File: src/rtl/tile_fill_engine_if.sv
// Command and framebuffer-write bundle for tile_fill_engine.
// The engine takes the slave modport; whatever issues commands takes master.
interface tile_fill_engine_if;
    logic        cmd_valid;
    logic        cmd_ready;
    logic [2:0]  cmd_col;
    logic [2:0]  cmd_row;
    logic [7:0]  cmd_color;
    logic [15:0] fb_wraddr;
    logic [7:0]  fb_data;
    logic        fb_wren;
    logic        busy;
    logic        cmd_err;

    modport master (
        output cmd_valid, cmd_col, cmd_row, cmd_color,
        input  cmd_ready, fb_wraddr, fb_data, fb_wren, busy, cmd_err
    );

    modport slave (
        input  cmd_valid, cmd_col, cmd_row, cmd_color,
        output cmd_ready, fb_wraddr, fb_data, fb_wren, busy, cmd_err
    );
endinterface

File: src/rtl/tile_fill_engine.sv
// Queues tile fill commands in a 4-deep FIFO and paints each tile into the framebuffer.
// Define TILE_FILL_BORDER_EN to paint the outer ring of every tile 8'hFF.
module tile_fill_engine #(
    parameter int TILE_PX  = 48,
    parameter int GRID_DIM = 5,
    parameter int FB_DIM   = 240
) (
    input logic          CLOCK_50,
    input logic          reset,
    tile_fill_engine_if.slave bus
);
    localparam int CW = (TILE_PX > 1) ? $clog2(TILE_PX) : 1;
    localparam logic [CW-1:0] LAST = CW'(TILE_PX - 1);

    typedef enum logic [1:0] {IDLE, LOAD, FILL} state_t;

    state_t      state;
    logic [13:0] fifo_mem [4];
    logic [1:0]  wr_ptr, rd_ptr;
    logic [2:0]  count;
    logic        full, empty, accept, cmd_bad, push, pop;
    logic        err_q;

    logic [2:0]    cur_col, cur_row;
    logic [7:0]    cur_color;
    logic [15:0]   base_x, base_y;
    logic [CW-1:0] i, j;
    logic [15:0]   pix_x, pix_y, pix_addr;
    logic [7:0]    pix_data;
    logic          wren_q;
    logic [15:0]   addr_q;
    logic [7:0]    data_q;

    // Out-of-grid commands are still handshaken so the sender never stalls on them.
    always_comb begin
        full    = (count == 3'd4);
        empty   = (count == 3'd0);
        accept  = bus.cmd_valid && !full;
        cmd_bad = (32'(bus.cmd_col) >= GRID_DIM) || (32'(bus.cmd_row) >= GRID_DIM);
        push    = accept && !cmd_bad;
        pop     = (state == IDLE) && !empty;
    end

    always_comb begin
        pix_x    = base_x + 16'(i);
        pix_y    = base_y + 16'(j);
        pix_addr = pix_x * 16'(FB_DIM) + pix_y;
`ifdef TILE_FILL_BORDER_EN
        pix_data = (i == '0 || j == '0 || i == LAST || j == LAST) ? 8'hFF : cur_color;
`else
        pix_data = cur_color;
`endif
    end

    always_ff @(posedge CLOCK_50) begin
        if (reset) begin
            wr_ptr <= '0;
            rd_ptr <= '0;
            count  <= '0;
            err_q  <= 1'b0;
        end else begin
            err_q <= accept && cmd_bad;
            if (push) begin
                fifo_mem[wr_ptr] <= {bus.cmd_col, bus.cmd_row, bus.cmd_color};
                wr_ptr           <= wr_ptr + 2'd1;
            end
            if (pop)
                rd_ptr <= rd_ptr + 2'd1;
            unique case ({push, pop})
                2'b10:   count <= count + 3'd1;
                2'b01:   count <= count - 3'd1;
                default: count <= count;
            endcase
        end
    end

    // j runs fastest; the last pixel's write returns straight to IDLE.
    always_ff @(posedge CLOCK_50) begin
        if (reset) begin
            state     <= IDLE;
            i         <= '0;
            j         <= '0;
            cur_col   <= '0;
            cur_row   <= '0;
            cur_color <= '0;
            base_x    <= '0;
            base_y    <= '0;
            wren_q    <= 1'b0;
            addr_q    <= '0;
            data_q    <= '0;
        end else begin
            wren_q <= 1'b0;
            case (state)
                IDLE: begin
                    if (!empty) begin
                        {cur_col, cur_row, cur_color} <= fifo_mem[rd_ptr];
                        state <= LOAD;
                    end
                end
                LOAD: begin
                    base_x <= 16'(cur_col) * 16'(TILE_PX);
                    base_y <= 16'(cur_row) * 16'(TILE_PX);
                    i      <= '0;
                    j      <= '0;
                    state  <= FILL;
                end
                FILL: begin
                    wren_q <= 1'b1;
                    addr_q <= pix_addr;
                    data_q <= pix_data;
                    if (j == LAST) begin
                        j <= '0;
                        if (i == LAST)
                            state <= IDLE;
                        else
                            i <= i + 1'b1;
                    end else begin
                        j <= j + 1'b1;
                    end
                end
                default: state <= IDLE;
            endcase
        end
    end

    assign bus.cmd_ready = !full;
    assign bus.busy      = !empty || (state != IDLE);
    assign bus.cmd_err   = err_q;
    assign bus.fb_wren   = wren_q;
    assign bus.fb_wraddr = addr_q;
    assign bus.fb_data   = data_q;
endmodule

File: src/flat_wrapper.sv
// flat-port wrapper written by rule: the top's interface ports become plain ports
module tile_fill_engine_flat 
#(
    parameter int TILE_PX  = 48,
    parameter int GRID_DIM = 5,
    parameter int FB_DIM   = 240
)
  (CLOCK_50, reset, bus_cmd_valid, bus_cmd_col, bus_cmd_row, bus_cmd_color, bus_cmd_ready, bus_fb_wraddr, bus_fb_data, bus_fb_wren, bus_busy, bus_cmd_err);
  tile_fill_engine_if bus_i ();
  input logic CLOCK_50;
  input logic reset;
  input wire logic [$bits(bus_i.cmd_valid)-1:0] bus_cmd_valid;
  input wire logic [$bits(bus_i.cmd_col)-1:0] bus_cmd_col;
  input wire logic [$bits(bus_i.cmd_row)-1:0] bus_cmd_row;
  input wire logic [$bits(bus_i.cmd_color)-1:0] bus_cmd_color;
  output wire logic [$bits(bus_i.cmd_ready)-1:0] bus_cmd_ready;
  output wire logic [$bits(bus_i.fb_wraddr)-1:0] bus_fb_wraddr;
  output wire logic [$bits(bus_i.fb_data)-1:0] bus_fb_data;
  output wire logic [$bits(bus_i.fb_wren)-1:0] bus_fb_wren;
  output wire logic [$bits(bus_i.busy)-1:0] bus_busy;
  output wire logic [$bits(bus_i.cmd_err)-1:0] bus_cmd_err;
  assign bus_i.cmd_valid = bus_cmd_valid;
  assign bus_i.cmd_col = bus_cmd_col;
  assign bus_i.cmd_row = bus_cmd_row;
  assign bus_i.cmd_color = bus_cmd_color;
  assign bus_cmd_ready = bus_i.cmd_ready;
  assign bus_fb_wraddr = bus_i.fb_wraddr;
  assign bus_fb_data = bus_i.fb_data;
  assign bus_fb_wren = bus_i.fb_wren;
  assign bus_busy = bus_i.busy;
  assign bus_cmd_err = bus_i.cmd_err;
  tile_fill_engine #(.TILE_PX(TILE_PX), .GRID_DIM(GRID_DIM), .FB_DIM(FB_DIM)) u_core (.CLOCK_50(CLOCK_50), .reset(reset), .bus(bus_i));
endmodule
File: config.mk
export PLATFORM = sky130hd
export DESIGN_NAME = tile_fill_engine_flat
export DESIGN_NICKNAME = d
export VERILOG_FILES = /design/src/rtl/tile_fill_engine_if.sv /design/src/rtl/tile_fill_engine.sv /design/src/flat_wrapper.sv
export SDC_FILE = /design/constraint.sdc
export NUM_CORES = 1
export LEC_CHECK = 0
export ABC_AREA = 1
export CAP_MARGIN = 10
export CORE_ASPECT_RATIO = 0.75
export CORE_MARGIN = 3
export CORE_UTILIZATION = 52
export CTS_BUF_LIST = sky130_fd_sc_hd__clkbuf_8 sky130_fd_sc_hd__clkbuf_16
export DETAILED_ROUTE_END_ITERATION = 10
export GPL_TIMING_DRIVEN = 0
export PLACE_DENSITY = 0.74
export SKIP_LAST_GASP = 1
export SLEW_MARGIN = 20
export SYNTH_ARGS = -nofsm -noshare
export SYNTH_HDL_FRONTEND = slang
export SYNTH_SLANG_ARGS = --single-unit
File: constraint.sdc
create_clock -name CLOCK_50 -period 3.87 [get_ports CLOCK_50]
set_input_delay 0.774 -clock CLOCK_50 [delete_from_list [all_inputs] [get_ports CLOCK_50]]
set_output_delay 0.774 -clock CLOCK_50 [all_outputs]
set_load 0.005 [all_outputs]
[Word level (Yosys, flattened, before mapping)]
Memory sizes are Yosys's and may differ from the RTL's. A register that Yosys moved wholly into a read port is not among the register bits.
Index checks and enable logic that the tools add are counted.
Cells by class
  reduce and logical (&&, ||, !) cells: 17
  shift operators: 0
  multiply operators: 3
  equality and inequality tests: 11
  bitwise operators: 1
  muxes and demuxes: 14
  $lt $le $gt $ge: 2
  add/sub/neg operators: 9
  div/mod/pow operators: 0
Operators by type and width (number)
  $pmux 6 s2: 2
  $add 9x6->10: 2
  $mux 6: 3
  $add 16x16->16: 1
  $mul 16x4->12 const B: 1
  $add 6x1->6 const B: 2
  $eq 6x6->1 const B: 2
  $mul 3x2->5 const B: 2
  $ge 3x3->1 const B: 2
  $mux 2: 3
  $pmux 2 s3: 1
  $pmux 3 s2: 1
  $reduce_and 3->1: 2
  $reduce_bool 2->1: 3
  $add 2x1->2 const B: 2
  $eq 2x1->1 const B: 2
  $eq 2x2->1 const B: 2
  $logic_and 1x1->1: 4
  $mux 1: 4
  $ne 2x1->1 const B: 2
  $ne 2x2->1 const B: 2
  $add 3x1->3 const B: 1
  $eq 3x3->1 const B: 1
  $logic_not 1->1: 3
  other kinds (6): 7
Storage, ports and cells
  bits in registers: 57
  memory bits (writable): 56
  input port bits: 17
  bits in latches: 0
  logic and storage cells: 70
  bits in read-only memories: 0
  memories: 1
Memories
  u_core.fifo_mem: words 4, bits a word 14, read ports 1, clocked after Yosys merged registers in 1, write ports 1, RTL line tile_fill_engine.sv:18  | logic [13:0] fifo_mem [4];

[Depth between registers and ports, before layout]
Gate-level depths: netlist (run 1).
  word-level depth: 7
  depth in mapped cells: 23
  mapped depth without buffers: 23

[Worst setup path after synthesis (run 1)]
Ideal clock, no wire load.
  kind: reg2reg
  start point: register u_core.i[5]
  end point: register u_core.addr_q[15] (netlist: u_core.bus.fb_wraddr[15])
  path slack: 0.178 ns
  arrival time: 3.583 ns
  cell stages (with the launch flop): 24
  setup time: 0.109 ns
  required time: 3.761 ns
  cell sequence: dfxtp_1 ha_1 a21oi_1 nor2_1 or2_2 nand2_1 inv_1 fa_1 inv_1 fa_1 inv_1 ha_1 nand2_1 inv_1 a21oi_1 nand2_1 nand2_1 nand2_1 nor2_1 nand2_1 nand2_1 nand3_1 nand2_1 inv_1
Between the ends
  cells in the longest elaborated chain, start to end: 3
RTL lines
  from (decl): RTL line tile_fill_engine.sv:27  | logic [CW-1:0] i, j;
  from (signal assigned): RTL line tile_fill_engine.sv:116  | i <= i + 1'b1;
  $add 9x6->10: RTL line tile_fill_engine.sv:45  | pix_x = base_x + 16'(i);
  $mul 16x4->12: RTL line tile_fill_engine.sv:47  | pix_addr = pix_x * 16'(FB_DIM) + pix_y;
  $add 16x16->16: RTL line tile_fill_engine.sv:47
  to (signal assigned): RTL line tile_fill_engine.sv:109  | addr_q <= pix_addr;
  to (decl): RTL line tile_fill_engine.sv:31  | logic [15:0] addr_q;
Every way passes these cells.
A chain may end at the register's enable or synchronous reset.

[Worst setup path in the final report (run 1)]
  start point: register u_core.base_x[4]
  end point: register u_core.addr_q[15] (netlist: u_core.bus.fb_wraddr[15])
Between the ends
  cells in the longest elaborated chain, start to end: 3
RTL lines
  from (decl): RTL line tile_fill_engine.sv:26  | logic [15:0] base_x, base_y;
  from (signal assigned): RTL line tile_fill_engine.sv:101  | base_x <= 16'(cur_col) * 16'(TILE_PX);
  $add 9x6->10: RTL line tile_fill_engine.sv:45
  $mul 16x4->12: RTL line tile_fill_engine.sv:47
  $add 16x16->16: RTL line tile_fill_engine.sv:47
Every way passes these cells.

==> results of run 1 <==
power by group:
part | internal, W | switching (W) | total, W | leakage (nW)
Sequential | 0.00164 | 0.000191 | 0.00183 | 1.09
Combinational | 0.00101 | 0.00160 | 0.00262 | 2.09
Clock | 0.00107 | 0.000603 | 0.00168 | 0.291
through the flow:
stage,cell area [um^2],hold slack (ns)
4_1_cts,7940,0.488
3_5_place_dp,7270,0.477
3_3_place_gp,7260,0.461
6_report,8130,0.485
5_1_grt,8130,0.502
2_1_floorplan,6620,0.443
worst max path at each step:
stage / slack (ns) / end
2_1_floorplan: 0.18 / u_core.bus.fb_wraddr[15]$_SDFFE_PP0P_
3_3_place_gp: -0.18 / u_core.bus.fb_wraddr[15]$_SDFFE_PP0P_
3_5_place_dp: -0.31 / u_core.bus.fb_wraddr[15]$_SDFFE_PP0P_
4_1_cts: 0.009 / u_core.bus.fb_wraddr[12]$_SDFFE_PP0P_
5_1_grt: -0.04 / u_core.bus.fb_wraddr[15]$_SDFFE_PP0P_
6_report: 0.12 / u_core.bus.fb_wraddr[15]$_SDFFE_PP0P_
synth_stat cells, types with 6 or more instances:
library cell  number
a21oi_1           30
a31oi_1           15
clkbuf_1          19
dfxtp_1           71
edfxtp_1          56
fa_1              19
ha_1              42
inv_1            105
nand2_1           86
nand3_1           22
nand4_1            7
nor2_1           138
nor3_1             6
o21ai_0           86
xor2_1            18
cell usage in the layout (no fill, tap or decap), types with 7 or more instances in the layout:
master	count
nand2_1	81
clkbuf_1	19
a31oi_1	15
fa_1	18
clkdlybuf4s50_1	43
clkbuf_16	17
o21ai_0	86
inv_1	102
nor2_2	10
xor2_1	17
nand3_1	22
nand4_1	7
dfxtp_1	65
nor2_1	131
ha_1	34
buf_4	8
a21oi_1	27
edfxtp_1	56
kinds of logic after synthesis:
family,Yosys count,share of synthesized area (%)
AO/OA/AOI/OAI,142,11.4
XOR/XNOR,23,3.16
adder cells (fa/ha/maj),61,13.7
buffers and inverters,133,7.61
flip-flops,127,46.9
AND/OR/NAND/NOR,275,17.3
state kept, by name (all words and copies together), names as in the netlist:
signal	cells
u_core.base_x	5
u_core.wr_ptr	2
u_core.bus.fb_wraddr	16
u_core.cur_color	8
u_core.state	2
u_core.i	6
u_core.base_y	5
u_core.cur_col	3
u_core.j	6
u_core.fifo_mem	56
u_core.rd_ptr	2
u_core.bus.fb_wren	1
u_core.count	3
u_core.bus.cmd_err	1
u_core.cur_row	3
u_core.bus.fb_data	8
area by class of cell:
cell class,count,share of cell area [%]
Timing Repair Buffer,51,6.03
Sequential cell,127,38.4
Multi-Input combinational cell,501,39.1
Buffer,26,1.26
Clock buffer,17,5.23
Inverter,107,4.97
Tap cell,166,2.56
Clock inverter,15,2.37
per-layer routing:
| layer | vias to the layer above | share of wire (%) | track usage, % |
|---|---|---|---|
| li1 | 2624 | - | - |
| met1 | 2643 | 46 | 32.4 |
| met2 | 201 | 46 | 35.4 |
| met3 | 23 | 7.0 | 7.62 |
| met4 | 0 | 1.2 | 6.76 |
| met5 | - | 0 | 0 |
critical path, cell delays in order, from the launching register on:
cell and delay [ns]:
dfxtp_2 0.35, ha_4 0.13, inv_1 0.05, fa_2 0.62
inv_4 0.07, fa_1 0.46, ha_1 0.33, a21o_1 0.22
ha_4 0.32, nand2_1 0.10, nor2_1 0.10, nand2_1 0.08
nand3_1 0.08, nand2_1 0.09, nand2_4 0.09, nand2_1 0.09
nor2_4 0.15, nand2_1 0.06, nand2_1 0.06, nand3_1 0.06
nand2_1 0.08, inv_1 0.04
timing repair:
item / CTS / global route
setup buffers: 0 / 8
cloned: 0 / 0
resized for setup: 11 / 34
setup endpoints to repair: 4 / 6
pin swaps: 2 / 20
==> metrics.txt, run 1 <==
CP arrival=4.06 ns; initial core utilization=53.6%; CP startpoint kind=flop; GRT overflow=0; Routed WL=16.3 mm; setup ws final=0.117 ns; cell area after synthesis=6620 um^2; core area=12,300 um^2; Synth Net Count=839; Worst slew margin=35.9%; Final HPWL DP=11.2 mm; Power, Total=0.00612 W; min cycle time layout=3.75 ns; status=finished clean; CP Capture Type=flop; DRT iter0 DRCs=421; post-route ant nets=0; Placed Cells=970; max-slew violation total from the final report=0; I/O Buffers=43; count of cell types in the netlist=35; pre-CTS WS=-0.310 ns; IO Count=45; fillers=950; layout cells sized above 1=11.3%; area of the multi-input gates=3180 um^2; Pwr Density=753 nW/um^2; Crit Path Class=flop to flop; vias per cell=5.44; worst r2r path cells=21; Clock Path Buffers=2; Layout Nets=909; post-synth top area cell=edfxtp_1; setup TNS=0 ns; Peak VDD IR=0.526 mV; Tightest Pin Transition=0.960 ns; final count of hold timing violations=0; final setup violation count=0; Initial DRT Pass Iterations=7; DR vias=5,491; clk_skew=0.0107 ns; fmax=266 MHz; Hold Path Origin=u_core.count[0]$_SDFFE_PP0P_; GP Congestion=0.876; syn avg cell area=8.70 um^2; vias in the first global route=5,318; Leak=3.48 nW; Die Span X=136 um; H-tree levels=4; Final period util=97.0%; drc violations=0; largest net degree at the start of global routing=17; Clock Tree Root=clkbuf_16; CTS clock-pin slew for the worst setup and hold paths=0.06 ns; required time of the worst setup path=4.18 ns; WL/cell=16.2 um; hold endpoint=u_core.count[0]$_SDFFE_PP0P_; asr flop ratio synth=0%; R2R Setup Slk=0.12 ns; number of synthesized flops with an enable pin=56; initial antenna violation count=0; Worst-Skew Late Latency=0.42 ns; global-route wire length before repair=25.9 mm; Core Rows=35; synthesis warning total=0; crit path max fanout=6; die area=14,100 um^2; Area Growth Syn to Fin=22.7%; crit path from=u_core.base_x[4]$_SDFFE_PP0N_; top-area cell type share of the netlist area=25.4%; ys flop type=dfxtp_1; launch point of the worst reg-to-reg path=u_core.base_x[4]$_SDFFE_PP0N_; post-route insts no fill=1,010; CTS Sinks=127; CTS tree=built; post-layout util=65.8%; Yosys reg bits=127; CTS Hold Bufs=0; Cells after Synth=761; Hold Path Cell Cnt=1; CTS Buf Count=17; Max Cap Viol=0; chip height=104 um; hold crit path type=flop to flop; FF/Latch Area=3120 um^2; Antenna Cells=0; top cells by area, synth=edfxtp_1, dfxtp_1, ha_1; post-synthesis sequential area ratio=46.9%; Reg-to-Reg End=u_core.bus.fb_wraddr[15]$_SDFFE_PP0P_; GRT Util Overall=23.4%
Note: power is estimated with default switching activity, not from simulation.
==> run 2: changes to the inputs <==
--- a/config.mk
+++ b/config.mk
@@ -6,7 +6,6 @@
 export NUM_CORES = 1
 export LEC_CHECK = 0
 export ABC_AREA = 1
-export CAP_MARGIN = 10
 export CORE_ASPECT_RATIO = 0.75
 export CORE_MARGIN = 3
 export CORE_UTILIZATION = 52
==> results of run 2 <==
No change in the layout: final DEF, timing and power equal those of run 1.
==> run 3: changes to the inputs <==
--- a/config.mk
+++ b/config.mk
@@ -6,13 +6,15 @@
 export NUM_CORES = 1
 export LEC_CHECK = 0
 export ABC_AREA = 1
+export ABC_CLOCK_PERIOD_IN_PS = 3870
 export CORE_ASPECT_RATIO = 0.75
 export CORE_MARGIN = 3
-export CORE_UTILIZATION = 52
+export CORE_UTILIZATION = 45
 export CTS_BUF_LIST = sky130_fd_sc_hd__clkbuf_8 sky130_fd_sc_hd__clkbuf_16
+export CTS_CLUSTER_SIZE = 40
 export DETAILED_ROUTE_END_ITERATION = 10
 export GPL_TIMING_DRIVEN = 0
-export PLACE_DENSITY = 0.74
+export PLACE_DENSITY = 0.66
 export SKIP_LAST_GASP = 1
 export SLEW_MARGIN = 20
 export SYNTH_ARGS = -nofsm -noshare
==> metrics.txt, run 3 (same netlist as run 1, synthesis figures left out) <==
CTS clock-pin slew for the worst setup and hold paths=0.06 ns (about the same); vias in the first global route=5,420 (+1.9%); H-tree levels=4 (unchanged); Routed WL=16.0 mm (-2.0%); max reg flops=56 (unchanged); CTS Buf Count=17 (unchanged); Most Frequent Cell on Critical Path=nand2_1; final count of hold timing violations=0 (unchanged); critical path's largest stage delay=0.53 ns (-0.09 ns); post-layout util=58.1% (-7.7 points); Final HPWL DP=11.5 mm (+2.6%); die area=16,200 um^2 (+15%); Clock Tree Root=clkbuf_16; CP Capture Type=flop; initial core utilization=47.1% (-6.6 points); Antenna Cells=0 (unchanged); hold crit path type=flop to flop; Pwr Density=747 nW/um^2 (-0.84%); DRT iter0 DRCs=451 (+7.1%); worst path cell trace=ha_4, inv_1, fa_2, buf_4, fa_1, inv_1, ha_2, xor2_1, ha_1, buf_4, nand2_1, nand2_1, nor2_1, nand2_1, nand2_1, nor2_4, xor2_1, o21bai_1, inv_1; crit path max-delay cell type=fa_1; vias per cell=5.06 (-6.8%); Crit Path Class=flop to flop; chip height=111 um (+7.1%); CTS Sinks=127 (unchanged); fillers=1,260 (+33%); setup TNS=0 ns (unchanged); Worst slew margin=40.0% (+4.1 points); Initial DRT Pass Iterations=5 (-2); Area Growth Syn to Fin=23.5%; FF/Latch Area=3120 um^2 (about the same); CTS tree=built; core area=14,100 um^2 (+14%); Worst-Skew Late Latency=0.42 ns (about the same); status=finished clean; Design Area, Final=8180 um^2 (+0.60%); Leak=3.47 nW (-0.26%); GRT Util Overall=20.3% (-3.1 points); CP arrival=3.98 ns (-0.08 ns); Layout Nets=909 (unchanged); CTS Hold Bufs=0 (unchanged); DR vias=5,262 (-4.2%); Final period util=94.9% (-2.1 points); crit path max fanout=6 (unchanged); most frequent cells in the layout=nor2_1, inv_1, o21ai_0, nand2_1, dfxtp_1; WL/cell=15.4 um (-4.7%); max-slew violation total from the final report=0 (unchanged); Post-DP Area=7310 um^2 (+0.50%); clk_skew=0.0187 ns (+0.00796 ns); drc violations=0 (unchanged); Max Cap Viol=0 (unchanged); Die Span X=146 um (+7.2%); pre-CTS WS=-0.346 ns (-0.0366 ns); layout cells sized above 1=12.2% (+0.95 points); commonest non-fill, non-tap cell in the layout=nor2_1; fmax=272 MHz (+2.2%); GRT overflow=0 (unchanged); IO Count=45 (unchanged); setup ws final=0.198 ns (+0.0809 ns); GP Congestion=0.837 (-4.4%); post-route ant nets=0 (unchanged); Tightest Pin Transition=0.899 ns (-0.0610 ns); I/O Buffers=43 (unchanged); min cycle time layout=3.67 ns (-0.0809 ns); CP startpoint kind=flop; area of the multi-input gates=3230 um^2 (+1.5%); global-route wire length before repair=26.6 mm (+2.7%); required time of the worst setup path=4.18 ns (about the same); final setup violation count=0 (unchanged); initial antenna violation count=0 (unchanged); worst r2r path cells=19 (-9.5%); Core Rows=37 (+5.7%); Peak VDD IR=0.474 mV (-9.9%); Hold Path Cell Cnt=1 (unchanged); Clock Path Buffers=2 (unchanged); Largest Register=u_core.fifo_mem; largest net degree at the start of global routing=17 (unchanged)
## run 3: report_power, final
group / switching [W] / leakage [nW] / total [W] / internal [W]
clock: 0.000628 / 0.278 / 0.00158 / 0.000956
combinational: 0.00165 / 2.10 / 0.00270 / 0.00105
sequential: 0.000188 / 1.09 / 0.00182 / 0.00164
total: 0.00246 / 3.47 / 0.00611 / 0.00364
## run 3: routing by layer
| layer | GRT usage, % | share of wire [%] | up-vias |
|---|---|---|---|
| li1 | - | - | 2622 |
| met1 | 28.8 | 51 | 2517 |
| met2 | 32.1 | 44 | 113 |
| met3 | 3.84 | 4.3 | 10 |
| met4 | 5.64 | 0.70 | 0 |
| met5 | 0 | 0 | - |
## run 3: path summary, 6_finish.rpt
check | startpoint | end | slack (ns)
max | u_core.i[4]$_SDFFE_PP0P_ | u_core.bus.fb_wraddr[12]$_SDFFE_PP0P_ | 0.20
min | u_core.count[0]$_SDFFE_PP0P_ | u_core.count[0]$_SDFFE_PP0P_ | 0.47
max reg2reg | u_core.i[4]$_SDFFE_PP0P_ | u_core.bus.fb_wraddr[12]$_SDFFE_PP0P_ | 0.20
min reg2reg | u_core.count[0]$_SDFFE_PP0P_ | u_core.count[0]$_SDFFE_PP0P_ | 0.47
## run 3: repair_timing
item                                    4_1_cts  5_1_grt
resized for setup                            16       41
pin swaps                                     2       13
setup buffers                                 1        7
endpoints found under the hold margin         0        0
endpoints found under the setup margin        4        6
## run 3: through the flow
step	hold slack, ns	std cells	power, W
6_report	0.474	1039	0.00611
5_1_grt	0.499	1039	0.00654
4_1_cts	0.478	1032	0.00580
3_5_place_dp	0.471	999	0.00410
3_3_place_gp	0.462	999	0.00403
2_1_floorplan	0.443	761	0.00335
## run 3: critical path: cells and delay by family, from the launching register on
| kind | cells | cell delay [ns] |
|---|---|---|
| flops | 1 | 0.35 |
| simple gates | 6 | 0.45 |
| fa+ha+maj | 5 | 1.80 |
| buf+inv | 5 | 0.50 |
| compound gates | 1 | 0.12 |
| xor+xnor | 2 | 0.36 |
## run 3: cell type report
type | count | area share, %
inverter | 107 | 4.94
clock inverter | 15 | 1.96
multi-input combinational | 501 | 39.5
tap | 195 | 2.98
clock buffer | 17 | 5.20
buffer | 26 | 1.25
sequential | 127 | 38.2
timing repair buffer | 51 | 6.00
